File: src/rtl/mem_port_arbiter.sv
// mem_port_arbiter
//
// Shares one single-port, synchronous-read memory between the instruction
// fetch port (if_*) and the load/store data port (d_*). At most one access is
// granted per cycle. The grant is combinational, so the memory strobe goes out
// in the same cycle as the request. The one-cycle ack, with read data, follows
// in the next cycle.
//
// Arbitration:
//   default build          - data has priority. A 4-bit starvation counter
//                            forces fetch to win once it has lost STARVE_MAX
//                            consecutive arbitrations.
//   ARB_ROUND_ROBIN_EN     - the counter is removed. A 1-bit last_grant
//                            register favours whichever requester was not
//                            granted last. Its reset value is "fetch last",
//                            so data wins the first tie.
//
// Ports:
//   clk, rst_n                         clock, synchronous active-low reset
//   if_req_i, if_addr_i                fetch request / word address
//   if_rdata_o, if_ack_o               fetch read data (0 unless acked) / ack
//   d_req_i, d_we_i, d_addr_i,         data request, store flag, word address,
//   d_wdata_i, d_sel_i                 store data, byte enables
//   d_rdata_o, d_ack_o                 load data (0 unless load ack) / ack
//   mem_en_o, mem_we_o, mem_addr_o,    memory command; all driven 0 when
//   mem_wdata_o, mem_be_o              nothing is granted
//   mem_rdata_i                        memory read data, one cycle after strobe

module mem_port_arbiter #(
  parameter int ADDR_W     = 30,
  parameter int DATA_W     = 32,
  parameter int STARVE_MAX = 4
) (
  input  logic                clk,
  input  logic                rst_n,
  input  logic                if_req_i,
  input  logic [ADDR_W-1:0]   if_addr_i,
  output logic [DATA_W-1:0]   if_rdata_o,
  output logic                if_ack_o,
  input  logic                d_req_i,
  input  logic                d_we_i,
  input  logic [ADDR_W-1:0]   d_addr_i,
  input  logic [DATA_W-1:0]   d_wdata_i,
  input  logic [DATA_W/8-1:0] d_sel_i,
  output logic [DATA_W-1:0]   d_rdata_o,
  output logic                d_ack_o,
  output logic                mem_en_o,
  output logic                mem_we_o,
  output logic [ADDR_W-1:0]   mem_addr_o,
  output logic [DATA_W-1:0]   mem_wdata_o,
  output logic [DATA_W/8-1:0] mem_be_o,
  input  logic [DATA_W-1:0]   mem_rdata_i
);

  // RESP_x: an access for requester x was issued last cycle and is acked now.
  typedef enum logic [1:0] {
    IDLE    = 2'd0,
    RESP_IF = 2'd1,
    RESP_D  = 2'd2
  } state_t;

  state_t state, state_next;

  logic elig_if, elig_d;
  logic grant_if, grant_d;

  // Set when the data access being acked is a store, so that its ack returns
  // zero instead of whatever the memory drives on its read bus.
  logic resp_we;

`ifdef ARB_ROUND_ROBIN_EN
  logic last_grant_d;
  logic last_grant_d_next;
`else
  logic [3:0] starve_cnt;
  logic [3:0] starve_next;
`endif

  // State register together with the small amount of arbitration history.
  // In a reset cycle any in-flight access is abandoned, because the state
  // returns to IDLE and its ack is never raised.
  always_ff @(posedge clk) begin
    if (!rst_n) begin
      state        <= IDLE;
      resp_we      <= 1'b0;
`ifdef ARB_ROUND_ROBIN_EN
      last_grant_d <= 1'b0;
`else
      starve_cnt   <= 4'd0;
`endif
    end else begin
      state        <= state_next;
      resp_we      <= grant_d & d_we_i;
`ifdef ARB_ROUND_ROBIN_EN
      last_grant_d <= last_grant_d_next;
`else
      starve_cnt   <= starve_next;
`endif
    end
  end

  // Next-state and arbitration logic. The requester currently being acked
  // still holds its request line high, so it is excluded from this cycle's
  // arbitration. rst_n gates eligibility, which prevents a write from being
  // issued in a reset cycle.
  always_comb begin
    elig_if  = rst_n && if_req_i && (state != RESP_IF);
    elig_d   = rst_n && d_req_i  && (state != RESP_D);
    grant_if = 1'b0;
    grant_d  = 1'b0;

    if (elig_if && elig_d) begin
`ifdef ARB_ROUND_ROBIN_EN
      if (last_grant_d) grant_if = 1'b1;
      else              grant_d  = 1'b1;
`else
      if (starve_cnt == 4'(STARVE_MAX)) grant_if = 1'b1;
      else                              grant_d  = 1'b1;
`endif
    end else begin
      grant_if = elig_if;
      grant_d  = elig_d;
    end

    if (grant_if)     state_next = RESP_IF;
    else if (grant_d) state_next = RESP_D;
    else              state_next = IDLE;

`ifdef ARB_ROUND_ROBIN_EN
    last_grant_d_next = last_grant_d;
    if (grant_d)       last_grant_d_next = 1'b1;
    else if (grant_if) last_grant_d_next = 1'b0;
`else
    // Counts lost arbitrations only while fetch is actually waiting, and
    // saturates so the forced fetch win stays armed until it happens.
    starve_next = starve_cnt;
    if (!if_req_i || grant_if)
      starve_next = 4'd0;
    else if (grant_d && (starve_cnt != 4'(STARVE_MAX)))
      starve_next = starve_cnt + 4'd1;
`endif
  end

  // Output logic. The memory command mux follows the winner. Acks come from
  // the state register and are gated by rst_n, so nothing is reported during
  // reset.
  always_comb begin
    mem_en_o    = grant_if | grant_d;
    mem_we_o    = 1'b0;
    mem_addr_o  = '0;
    mem_wdata_o = '0;
    mem_be_o    = '0;
    if (grant_d) begin
      mem_we_o    = d_we_i;
      mem_addr_o  = d_addr_i;
      mem_wdata_o = d_wdata_i;
      mem_be_o    = d_sel_i;
    end else if (grant_if) begin
      mem_addr_o  = if_addr_i;
    end

    if_ack_o   = rst_n && (state == RESP_IF);
    d_ack_o    = rst_n && (state == RESP_D);
    if_rdata_o = if_ack_o ? mem_rdata_i : '0;
    d_rdata_o  = (d_ack_o && !resp_we) ? mem_rdata_i : '0;
  end

endmodule

File: config.mk
export PLATFORM = sky130hd
export DESIGN_NAME = mem_port_arbiter
export DESIGN_NICKNAME = d
export VERILOG_FILES = /design/src/rtl/mem_port_arbiter.sv
export SDC_FILE = /design/constraint.sdc
export NUM_CORES = 1
export LEC_CHECK = 0
export ABC_AREA = 1
export BUFFER_PORTS_ARGS = -buffer_cell sky130_fd_sc_hd__buf_4
export CORE_AREA = 2 2 103 105
export CTS_CLUSTER_SIZE = 40
export DETAILED_ROUTE_END_ITERATION = 8
export DIE_AREA = 0 0 105 107
export PLACE_DENSITY_LB_ADDON = 0.08
export SYNTH_ARGS = -nofsm -noshare
export SYNTH_HDL_FRONTEND = slang
export SYNTH_SLANG_ARGS = --single-unit
File: constraint.sdc
create_clock -name clk -period 2.1 [get_ports clk]
set_input_delay 0.315 -clock clk [delete_from_list [all_inputs] [get_ports clk]]
set_output_delay 0.315 -clock clk [all_outputs]
set_load 0.1 [all_outputs]
==> results.cfg, run 1 <==
[critical_path]
cp-start-kind = flop
cp_data_required_time_ps = 1780
worst_setup_path_end_kind = output port
worst-r2r-cell-count = 8
cp_data_arrival_time_ps = 1720
path_class = reg -> out
path_max_fanout = 8

[floorplan]
die_x_microns = 105
ios = 267
start_util = 0.151
core_area_sq_um = 10100
rows = 37
die_h_microns = 107
fp.dieArea_sq_um = 11200

[synthesis]
synthCells = 344
synthTopCellsByCount = 112 x nor2_1, 107 x nand2_1, 81 x inv_1
synth_seq_area_share = 0.0920
synth_area_leaders = nor2_1 28%, nand2_1 26%, inv_1 20%
synth_edf_count = 0
synth_nets = 479
ys.flop_type = dfxtp_1
synthDistinctLibCells = 19
ys_ff_latch = 7
synth_area_leader_cell = nor2_1
yosys_warnings = 0
yosysTopAreaCellShare = 0.276
synth_most_common_cell = nor2_1
syn_area_sq_um = 1520
async_flop_share = 0
synth_area_per_cell_sq_um = 4.43

[power]
power_frac_seq = 0.071
p_sw_frac = 0.589
power_density_nw_per_um2 = 365
ir_worst_vdd_uv = 283
pwr-share-clk = 0.096
p_switching_w = 0.00117
power_leakage_nw = 2.75
p_comb_frac = 0.833
power.internal_w = 0.000816

[clock_tree]
clock_latency_ps = 230
clk_pin_slew_worst_paths_ps = 40
cts_buffers = 3
root_buffer = clkbuf_8
htree_levels = 1
cts.sinks = 7
cts.path.max_buffers = 2
cts_tree = built

[drt]
viasPerCell = 3.96
detail-route-antenna-nets = 0
drcViolationCount = 0
initialDrtViolationCount = 93
routed_wl_mm = 9.20
post_drt_wl_per_cell_microns = 12.3
dr.pass1.iters = 4
vias = 2968

[sta]
worst_slack_ps = 61.5
slew_headroom = 0.414
setup_viol = 0
report.final.slew_viol_count = 0
tns_ps = 0
hold_viol_final = 0
rsz0062_at_grt = yes
fmax_mhz = 491
period_minus_slack_ps = 2040
tightest_slew_ps = 879
fin_crit_sh = 0.971
fin_skew_ps = 5.83

[cells_and_area]
fin_nets = 750
layout-drive-gt1-share = 0.743
fin_cells = 750
fin_area_sq_um = 5450
synthToLayoutAreaGrowth_pct = 258
diodes = 0

[global_routing]
grt_pass1_wl_mm = 13.2
first_global_vias = 2822
grt_overflow_total = 0
track_usage = 0.142
antenna_found_initial = 0
grt_max_degree = 37

[hold_path]
min_path_type = in -> reg
holdPathStages = 3

[placed_design]
dp_slack_ps = 119
port_buffers = 266
place.gp.congestion = 0.746
hpwl_mm = 6.90
post_dp_cell_area_sq_um = 4550
dpl.cell_count = 737

[run]
cap_violations = 0

[run_status]
status = finished clean
==> per-stage QoR <==
stage               utilization  hold WS, ps  power (W)
finish                    0.540          353    0.00199
detailed placement        0.451          594    0.00158
global placement          0.451          598    0.00157
floorplan                     -          486    0.00122
CTS                       0.509          361    0.00193
global route              0.540          388    0.00207
==> layer usage <==
metal	wire, microns	up-vias	track usage	part of all wire
met5	0	-	0	0
met4	118	0	0.0390	0.013
met3	786	11	0.0359	0.085
met2	5210	158	0.281	0.57
met1	3080	1306	0.148	0.34
li1	-	1493	-	-
==> logic make-up after synthesis <==
group	after synthesis	synth area share
adder cells (fa/ha/maj)	2	0.0164
AND/OR/NAND/NOR	230	0.588
AO/OA/AOI/OAI	2	0.00904
flip-flops	7	0.0920
buffers and inverters	103	0.294
==> final cells by class <==
cell class                 instances  area [sq um]
clock buffer                       4          45.0
tap                              136           170
multi-input combinational        234          1890
inverter                          87           342
sequential                         7           145
timing repair buffer             282          2850
fill                             949          4650
==> power by group through the flow <==
stage	clock network, W	registers [W]	logic [W]
6_report	0.000191	0.000141	0.00166
5_1_grt	0.000207	0.000141	0.00172
4_1_cts	0.000194	0.000141	0.00159
3_5_place_dp	0	0.000143	0.00144
3_3_place_gp	0	0.000143	0.00143
2_1_floorplan	0	0.000143	0.00107
==> cell usage in the layout, fill, tap and decap left out <==
| cell | count |
|---|---|
| dfxtp_2 | 4 |
| clkbuf_1 | 1 |
| buf_4 | 199 |
| inv_4 | 1 |
| clkinv_8 | 1 |
| nor2_1 | 10 |
| nor3_4 | 1 |
| nand2_2 | 47 |
| dfxtp_1 | 3 |
| buf_12 | 34 |
| buf_8 | 11 |
| ha_1 | 1 |
| buf_16 | 1 |
| nand3_1 | 5 |
| nor2_4 | 102 |
| buf_6 | 32 |
| nor2_2 | 1 |
| a21oi_2 | 1 |
| nand2_8 | 1 |
| nand3_4 | 2 |
| nand4_1 | 1 |
| ha_4 | 1 |
| o21ai_2 | 1 |
| inv_1 | 79 |
| nand2_4 | 3 |
| clkinv_1 | 1 |
| nand2_1 | 57 |
| clkbuf_16 | 5 |
| clkbuf_8 | 3 |
| inv_2 | 5 |
==> registers in the layout, indices dropped and copies added (netlist names) <==
signal	count
starve_cnt	4
resp_we	1
state	2
==> critical path, cell delays in order (launching register included) <==
cell and delay (ps):
dfxtp_2 320, inv_2 60, ha_4 140, nand3_4 110, inv_2 90, nand2_4 70
nand2_8 130, clkinv_8 90, clkbuf_16 180, nand2_2 80, nand2_2 60, buf_12 160
==> what timing repair did <==
item	4_1_cts	5_1_grt
cloned	0	7
gates resized for setup	135	45
buffers inserted	0	2
hold buffers	0	0
pin swaps	0	1
endpoints found under the setup margin	66	86
==> path summary, 6_finish.rpt <==
path                         end     startpoint  slack, ps
setup / recovery  mem_addr_o[12]  starve_cnt[1]         60
hold / removal           resp_we         d_we_i        350
setup reg to reg        state[1]  starve_cnt[1]        830
hold reg to reg    starve_cnt[0]  starve_cnt[0]        610
No activity file was read; power rests on OpenSTA's default activity.
==> run 2: changes to the inputs <==
CORE_AREA = 2 2 102 104   (was 2 2 103 105)
DIE_AREA = 0 0 104 106   (was 0 0 105 107)
clock period = 1.85 ns   (was 2.1 ns; I/O delays follow)
==> results.cfg, run 2 (synthesized netlist as in run 1, its figures left out) <==
[critical_path]
critPathMaxStageDelay_ps = 320
crit_top_cell = buf_12
cp_data_required_time_ps = 1570
startpoint = starve_cnt[0]
worst-r2r-cell-count = 9
cp_data_arrival_time_ps = 1640
reg2reg_to = resp_we
path_max_fanout = 5
path_class = reg -> out
crit_end = mem_wdata_o[17]
rrSetupSlack_ps = 510
worst_setup_path_end_kind = output port
cp-start-kind = flop
worstPathCellList = inv_2 > ha_4 > nand3_4 > inv_4 > nand2_4 > nand2_8 > buf_12 > buf_12 > nor2_4 > buf_12
r2r-start = starve_cnt[0]
slowest_stage = dfxtp_2

[cells_and_area]
diodes = 0
top_regs = starve_cnt (4), state (2), resp_we (1)
synthToLayoutAreaGrowth_pct = 320
fillCellCount = 806
fin_nets = 762
regMostFlops = starve_cnt
fin_cells = 762
largest_reg_flops = 4
final_cell_mix = 144 x buf_4, 104 x nor2_4, 86 x buf_12
layout-drive-gt1-share = 0.725
layout_commonest_cell = buf_4

[floorplan]
fp.dieArea_sq_um = 11000
die_h_microns = 106
die_x_microns = 104
core_area_sq_um = 10000
rows = 37
ios = 267
start_util = 0.152

[placed_design]
place.gp.congestion = 0.747
dpl.cell_count = 749
port_buffers = 266
hpwl_mm = 7.06

[sta]
fin_crit_sh = 1.04
report.final.slew_viol_count = 0
fmax_mhz = 521
tightest_slew_ps = 290
slew_headroom = 0.808
period_minus_slack_ps = 1920
hold_viol_final = 0
fin_skew_ps = 3.38
rsz0062_at_grt = yes
worst_slack_ps = -67.8
setup_viol = 52

[hold_path]
min_path_type = in -> reg

[power]
power_frac_seq = 0.066
power_leakage_nw = 3.04
power.internal_w = 0.00106
p_switching_w = 0.00135
p_comb_frac = 0.846
power_density_nw_per_um2 = 378
p_sw_frac = 0.560
ir_worst_vdd_uv = 269
pwr-share-clk = 0.088
p_total_w = 0.00242

[global_routing]
grt_overflow_total = 0
antenna_found_initial = 0
first_global_vias = 3086
track_usage = 0.156
grt_max_degree = 33
grt_pass1_wl_mm = 14.3

[drt]
drcViolationCount = 0
viasPerCell = 3.94
dr.pass1.iters = 4
initialDrtViolationCount = 72
post_drt_wl_per_cell_microns = 12.7
routed_wl_mm = 9.69
vias = 3000
detail-route-antenna-nets = 0

[clock_tree]
clk_pin_slew_worst_paths_ps = 40
cts.path.max_buffers = 2
root_buffer = clkbuf_8
cts.sinks = 7
post-cts-setup-buffer-count = 0
htree_levels = 1
cts_tree = built
cts_hold_buffers = 0
clock_latency_ps = 230
cts_buffers = 3

[run_status]
violations = negative setup slack
status = complete, but fails checks

[run]
cap_violations = 0
-- run 2: critical path: cells and delay by family (launching register included) --
kind	cells	cell delay, ps
buf+inv	5	560
flops	1	320
fa+ha+maj	1	160
simple gates	4	360
-- run 2: routing by layer --
| metal | wire, microns | track usage | part of all wire | vias up |
|---|---|---|---|---|
| met4 | 133 | 0.0251 | 0.014 | 0 |
| met3 | 673 | 0.0349 | 0.069 | 10 |
| met2 | 5760 | 0.331 | 0.59 | 146 |
| met5 | 0 | 0 | 0 | - |
| met1 | 3120 | 0.152 | 0.32 | 1329 |
| li1 | - | - | - | 1515 |
-- run 2: area by class of cell --
cell class	instances	area (sq um)	share of cell area
sequential	7	148	0.0231
tap	136	170	0.0266
inverter	87	344	0.0538
multi-input combinational	234	1870	0.292
clock buffer	4	45.0	0.00705
timing repair buffer	294	3820	0.597
-- run 2: worst min-delay path by stage --
stage                              from             to  slack [ps]  cells after the start
after floorplan                  d_we_i        resp_we         450                      2
after global placement    starve_cnt[0]  starve_cnt[0]         600                      5
after detailed placement  starve_cnt[0]  starve_cnt[0]         610                      5
after CTS                        d_we_i        resp_we         400                      3
after global routing             d_we_i        resp_we         410                      3
final                            d_we_i        resp_we         390                      3
-- run 2: what timing repair did --
item / CTS / global route
gates resized for setup: 258 / 90
pin swaps: 0 / 5
endpoints found under the setup margin: 108 / 131
cloned: 1 / 8
-- run 2: power by group through the flow --
stage / Sequential, W / Combinational [W] / Clock (W)
CTS: 0.000159 / 0.00193 / 0.000219
global placement: 0.000161 / 0.00166 / 0
detailed placement: 0.000161 / 0.00167 / 0
global route: 0.000161 / 0.00212 / 0.000229
floorplan: 0.000162 / 0.00122 / 0
finish: 0.000160 / 0.00204 / 0.000213
-- run 2: stage by stage --
stage	hold WS (ps)	utilization	setup TNS, ps	cell area (sq um)	setup WS, ps
after global placement	601	0.472	0	4720	57.8
after global routing	406	0.639	-6130	6390	-129
after detailed placement	614	0.472	0	4720	61.5
after floorplan	448	-	-31670	2500	-559
after CTS	396	0.584	-4430	5840	-89.9
final	389	0.639	-1600	6390	-67.8
